--- config.mk ---
export PLATFORM = sky130hd
export DESIGN_NAME = dot_product_engine
export DESIGN_NICKNAME = d
export VERILOG_FILES = /design/src/rtl/dot_product_engine.sv
export SDC_FILE = /design/constraint.sdc
export NUM_CORES = 2
export LEC_CHECK = 0
export BUFFER_PORTS_ARGS = -buffer_cell sky130_fd_sc_hd__buf_2
export CAP_MARGIN = 20
export CORE_ASPECT_RATIO = 0.5
export CORE_MARGIN = 4
export CORE_UTILIZATION = 45
export DETAILED_ROUTE_END_ITERATION = 12
export HOLD_SLACK_MARGIN = 0.08
export PLACE_DENSITY_LB_ADDON = 0.05
export SLEW_MARGIN = 20
export SYNTH_ARGS = -nofsm -noshare
export SYNTH_HDL_FRONTEND = slang
export SYNTH_SLANG_ARGS = --single-unit
--- constraint.sdc ---
create_clock -name clk -period 11.1 [get_ports clk]
set_input_delay 1.11 -clock clk [delete_from_list [all_inputs] [get_ports clk]]
set_output_delay 1.11 -clock clk [all_outputs]
set_load 0.05 [all_outputs]
--- src/rtl/dot_product_engine.sv ---
// LANES-wide pipelined fixed-point dot product with a start/done handshake.
// Define DP_SATURATE_EN to clamp out-of-range results; otherwise the result wraps.
module dot_product_engine #(
  parameter int unsigned PIXEL_N     = 10,
  parameter int unsigned PIXEL_SIZE  = 10,
  parameter int unsigned WEIGHT_SIZE = 19,
  parameter int unsigned VAL_SIZE    = 26,
  parameter int unsigned FRAC_BITS   = 8,
  parameter int unsigned LANES       = 2,
  parameter int unsigned MUL_LAT     = 3
) (
  input  logic                              clk,
  input  logic                              GlobalReset_n,
  input  logic                              start,
  input  logic [PIXEL_N*PIXEL_SIZE-1:0]     Pixels,
  input  logic [PIXEL_N*WEIGHT_SIZE-1:0]    Weights,
  output logic                              busy,
  output logic                              out_valid,
  input  logic                              out_ready,
  output logic signed [VAL_SIZE-1:0]        value,
  output logic                              ovf
);

  localparam int unsigned B      = (PIXEL_N + LANES - 1) / LANES;
  localparam int unsigned ProdW  = PIXEL_SIZE + WEIGHT_SIZE + 1;
  localparam int unsigned AccW   = ProdW + $clog2(PIXEL_N);
  localparam int unsigned SumW   = (AccW > VAL_SIZE) ? AccW : VAL_SIZE + 1;
  localparam int unsigned CntMax = (B > MUL_LAT) ? B : MUL_LAT;
  localparam int unsigned CntW   = $clog2(CntMax + 1);

  typedef enum logic [2:0] {StIdle, StMac, StDrain, StReduce, StDone} state_e;

  state_e state_q, state_d;
  logic [CntW-1:0] cnt_q, cnt_d;

  logic [PIXEL_N*PIXEL_SIZE-1:0]  pix_q;
  logic [PIXEL_N*WEIGHT_SIZE-1:0] wgt_q;
  logic signed [AccW-1:0]         acc_q  [LANES];
  logic signed [ProdW-1:0]        prod_q [MUL_LAT][LANES];
  logic [MUL_LAT-1:0]             vld_q;
  logic signed [VAL_SIZE-1:0]     value_q, val_d;
  logic                           ovf_q, ovf_d;

  logic [PIXEL_SIZE-1:0]          pix_e  [LANES];
  logic signed [WEIGHT_SIZE-1:0]  wgt_e  [LANES];
  logic signed [ProdW-1:0]        prod_d [LANES];
  logic signed [SumW-1:0]         sum_w, shifted;
  logic [SumW-VAL_SIZE:0]         hi_bits;
  logic                           issue, accept;
  int unsigned                    beat_base;

  assign accept    = (state_q == StIdle) && start;
  assign issue     = (state_q == StMac);
  assign beat_base = int'(cnt_q) * LANES;

  // State register
  always_ff @(posedge clk or negedge GlobalReset_n) begin
    if (!GlobalReset_n) state_q <= StIdle;
    else                state_q <= state_d;
  end

  // Next-state and beat/drain counter
  always_comb begin
    state_d = state_q;
    cnt_d   = cnt_q;
    unique case (state_q)
      StIdle: begin
        cnt_d = '0;
        if (start) state_d = StMac;
      end
      StMac: begin
        if (cnt_q == CntW'(B - 1)) begin
          state_d = StDrain;
          cnt_d   = '0;
        end else begin
          cnt_d = cnt_q + 1'b1;
        end
      end
      StDrain: begin
        // Last beat leaves the multiplier pipeline and is accumulated on this edge.
        if (cnt_q == CntW'(MUL_LAT - 1)) begin
          state_d = StReduce;
          cnt_d   = '0;
        end else begin
          cnt_d = cnt_q + 1'b1;
        end
      end
      StReduce: state_d = StDone;
      StDone:   if (out_ready) state_d = StIdle;
      default:  state_d = StIdle;
    endcase
  end

  // Outputs
  always_comb begin
    busy      = (state_q != StIdle);
    out_valid = (state_q == StDone);
    value     = value_q;
    ovf       = ovf_q;
  end

  // Lane operand select; elements past PIXEL_N read as zero.
  always_comb begin
    for (int unsigned l = 0; l < LANES; l++) begin
      pix_e[l] = '0;
      wgt_e[l] = '0;
      if (beat_base + l < PIXEL_N) begin
        pix_e[l] = pix_q[(beat_base + l) * PIXEL_SIZE +: PIXEL_SIZE];
        wgt_e[l] = $signed(wgt_q[(beat_base + l) * WEIGHT_SIZE +: WEIGHT_SIZE]);
      end
      prod_d[l] = ProdW'($signed({1'b0, pix_e[l]})) * ProdW'(wgt_e[l]);
    end
  end

  // Lane reduction, scaling and range check
  always_comb begin
    sum_w = '0;
    for (int unsigned l = 0; l < LANES; l++) begin
      sum_w = sum_w + SumW'(acc_q[l]);
    end
    shifted = sum_w >>> FRAC_BITS;
    hi_bits = shifted[SumW-1:VAL_SIZE-1];
    ovf_d   = !((&hi_bits) || !(|hi_bits));
`ifdef DP_SATURATE_EN
    if (ovf_d) begin
      val_d = shifted[SumW-1] ? {1'b1, {(VAL_SIZE-1){1'b0}}} : {1'b0, {(VAL_SIZE-1){1'b1}}};
    end else begin
      val_d = shifted[VAL_SIZE-1:0];
    end
`else
    val_d = shifted[VAL_SIZE-1:0];
`endif
  end

  always_ff @(posedge clk or negedge GlobalReset_n) begin
    if (!GlobalReset_n) begin
      cnt_q   <= '0;
      pix_q   <= '0;
      wgt_q   <= '0;
      vld_q   <= '0;
      value_q <= '0;
      ovf_q   <= 1'b0;
      for (int unsigned l = 0; l < LANES; l++) begin
        acc_q[l] <= '0;
        for (int unsigned s = 0; s < MUL_LAT; s++) prod_q[s][l] <= '0;
      end
    end else begin
      cnt_q    <= cnt_d;
      vld_q[0] <= issue;
      for (int unsigned s = 1; s < MUL_LAT; s++) vld_q[s] <= vld_q[s-1];
      for (int unsigned l = 0; l < LANES; l++) begin
        prod_q[0][l] <= prod_d[l];
        for (int unsigned s = 1; s < MUL_LAT; s++) prod_q[s][l] <= prod_q[s-1][l];
      end
      if (accept) begin
        pix_q <= Pixels;
        wgt_q <= Weights;
        for (int unsigned l = 0; l < LANES; l++) acc_q[l] <= '0;
      end else if (vld_q[MUL_LAT-1]) begin
        for (int unsigned l = 0; l < LANES; l++) begin
          acc_q[l] <= acc_q[l] + AccW'(prod_q[MUL_LAT-1][l]);
        end
      end
      if (state_q == StReduce) begin
        value_q <= val_d;
        ovf_q   <= ovf_d;
      end
    end
  end

endmodule

==> results.sh <==
export IMPL_fp_dieW_um=436
export IMPL_fin_skew_ns=0.0346
export IMPL_grt_pass1_wl_um=182000
export IMPL_drt_total_wl_um=116000
export IMPL_synth_most_common_cell="nand2_1"
export IMPL_yosys_area_share_simple=0.169
export IMPL_clkTransAtPathRegs_ns=0.08
export IMPL_avgSynthCellArea_um2=9.40
export IMPL_die_y_um=222
export IMPL_synth_nets=5249
export IMPL_slew_headroom=0.229
export IMPL_cts_buffer_depth=3
export IMPL_grt_pass1_vias=31200
export IMPL_netlist_area_um2=41100
export IMPL_use_met3=0.0477
export IMPL_setup_viol=0
export IMPL_yosys_warnings=0
export IMPL_top_usage_layer="met1"
export IMPL_cts_made_buffers=54
export IMPL_grt_antenna_before_repair=13
export IMPL_cts_sinks=573
export IMPL_h_tree_depth=2
export IMPL_synth_edff_count=0
export IMPL_whs_ns=0.342
export IMPL_postCtsHoldBufs=0
export IMPL_area_growth_pct=11.2
export IMPL_hp_class="flip-flop to flip-flop"
export IMPL_synth_xor_area_frac=0.0292
export IMPL_wire_per_inst_um=19.8
export IMPL_drc=0
export IMPL_rows=78
export IMPL_grt_max_degree=168
export IMPL_dieArea_um2=96600
export IMPL_ant_nets=0
export IMPL_cp_slowest_cell="fa_1"
export IMPL_crit_type="flip-flop to flip-flop"
export IMPL_post_cts_setup_buffer_count=0
export IMPL_grt_use_total=0.240
export IMPL_worst_path_max_fanout=51
export IMPL_worstPathRequired_ns=11.60
export IMPL_yosysTopAreaCellShare=0.349
export IMPL_ys_seq_elements=573
export IMPL_clk_latency_ns=0.64
export IMPL_synth_compound_area_frac=0.0866
export IMPL_ys_types=73
export IMPL_crit_path_start_kind="flip-flop"
export IMPL_io_pins=323
export IMPL_worst_slew_pin_slew_ns=1.14
export IMPL_max_stage_delay_ns=1.18
export IMPL_rsz0062_at_grt="false"
export IMPL_final_layout_size_suffix_gt1_frac=0.126
export IMPL_gp_congestion=0.909
export IMPL_synth_async_reset_ratio=1.00
export IMPL_synth_area_top_cells="dfrtp_1 (35%), fa_1 (17%), nand2_1 (11%)"
export IMPL_dp_hpwl_um=91300
export IMPL_synthAdderAreaFrac=0.238
export IMPL_gr_usage_met2=0.356
export IMPL_drt_iter0_markers=2364
export IMPL_seq_area_frac_synth=0.349
export IMPL_start_util=0.454
export IMPL_first_pass_iters=5
export IMPL_cpMostUsedCell="fa_1"
export IMPL_maxCapViolCount=0
export IMPL_vias_per_cell=5.27
export IMPL_finalNonFillerCells=5866
export IMPL_cts_tree="built"
export IMPL_synth_top_cell_by_area="dfrtp_1"
export IMPL_grt_remaining_overflow=0
export IMPL_cts_root_buf="clkbuf_16"
export IMPL_cp_arrival_ns=10.08
export IMPL_fmax_mhz=104
export IMPL_synthMuxAreaShare=0.0693
export IMPL_fin_crit_ns=9.58
export IMPL_synth_flop_cell="dfrtp_1"
export IMPL_status="completed"
export IMPL_hold_viol_final=0
export IMPL_post_cts_resized=0
export IMPL_port_buffers=321
export IMPL_core_area_um2=90700
export IMPL_critPathCaptureType="flip-flop"
export IMPL_synth_top_family_by_area="adder cells"
export IMPL_vias=30900
export IMPL_synthCells=4377
export IMPL_synth_commonest_cells="nand2_1 (1188), dfrtp_1 (573), inv_1 (444)"
export IMPL_dp_cells=5750
export IMPL_finalMaxSlewViolations=0
export IMPL_met1_usage=0.362
export IMPL_nNetsFinal=5481
export IMPL_finalCritPeriodShare=0.863
export IMPL_final_setup_tns_ns=0
## per-layer routing
metal | routed length (um) | part of all wire
met3 | 7660 | 0.066
met1 | 55800 | 0.48
met2 | 50400 | 0.43
met5 | 13 | 0.00011
met4 | 2540 | 0.022
## per-stage QoR
| step | instance area, um^2 | utilization | setup WS, ns |
|---|---|---|---|
| 6_report | 45700 | 0.504 | 1.52 |
| 5_1_grt | 45700 | 0.504 | 0.992 |
| 4_1_cts | 45600 | 0.503 | 1.46 |
| 3_5_place_dp | 43800 | 0.483 | 1.50 |
| 3_3_place_gp | 43800 | 0.483 | 1.63 |
| 2_1_floorplan | 41100 | - | 2.69 |
## area by class of cell
class	count	area, um^2
Clock buffer	73	1520
Tap cell	1200	1500
Sequential cell	573	14400
Fill cell	8544	44900
Inverter	447	1680
Antenna cell	12	30.0
Timing Repair Buffer	356	1930
Multi-Input combinational cell	3177	24400
Clock inverter	28	335
## worst max-delay path, delay by kind of cell (launching register included)
kind,cells,cell delay (ns)
compound gates,9,2.54
xor+xnor,1,0.15
fa+ha+maj,7,3.95
buf+inv,4,0.89
flops,1,0.87
simple gates,4,0.99
## cell families after synthesis
logic type	after synthesis
xor gates and xnor gates	137
and+or+nand+nor	1714
AOI/OAI and AO/OA	558
DFF	573
muxes	189
adders and majority gates	578
other	1
buffers and inverters	627
## final timing paths
check | from | to | slack, ns | cells past startpoint
worst max-delay path | cnt_q[1] | prod_q[148] | 1.52 | 25
worst min-delay path | prod_q[158] | prod_q[98] | 0.34 | 0
worst max register to register | cnt_q[1] | prod_q[148] | 1.52 | 25
worst min register to register | prod_q[158] | prod_q[98] | 0.34 | 0
max in group asynchronous | GlobalReset_n | cnt_q[0] | 8.56 | 3
min in group asynchronous | GlobalReset_n | prod_q[25] | 0.47 | 1
## layout by cell type (no fill, tap or decap), types with 28 or more instances in the layout
| master | instances |
|---|---|
| a21oi_1 | 156 |
| ha_1 | 236 |
| nor3_1 | 46 |
| mux2_2 | 37 |
| nand2_1 | 1187 |
| clkbuf_16 | 54 |
| nor2_1 | 305 |
| o21a_1 | 48 |
| xnor2_1 | 87 |
| dfrtp_1 | 569 |
| inv_1 | 444 |
| nand2b_1 | 28 |
| fa_1 | 341 |
| xor2_1 | 50 |
| mux2i_1 | 79 |
| o21ai_0 | 136 |
| buf_2 | 320 |
| a21o_1 | 63 |
| mux4_2 | 73 |
## state kept, by name, indices dropped and copies added, names as in the netlist
| name | flops |
|---|---|
| value | 26 |
| wgt_q | 190 |
| cnt_q | 3 |
| state_q | 3 |
| prod_q | 180 |
| acc_q | 68 |
| pix_q | 100 |
| vld_q | 3 |
Power is not shown: default switching activity piles up to over one toggle a cycle in this logic, so the estimate is an artifact.
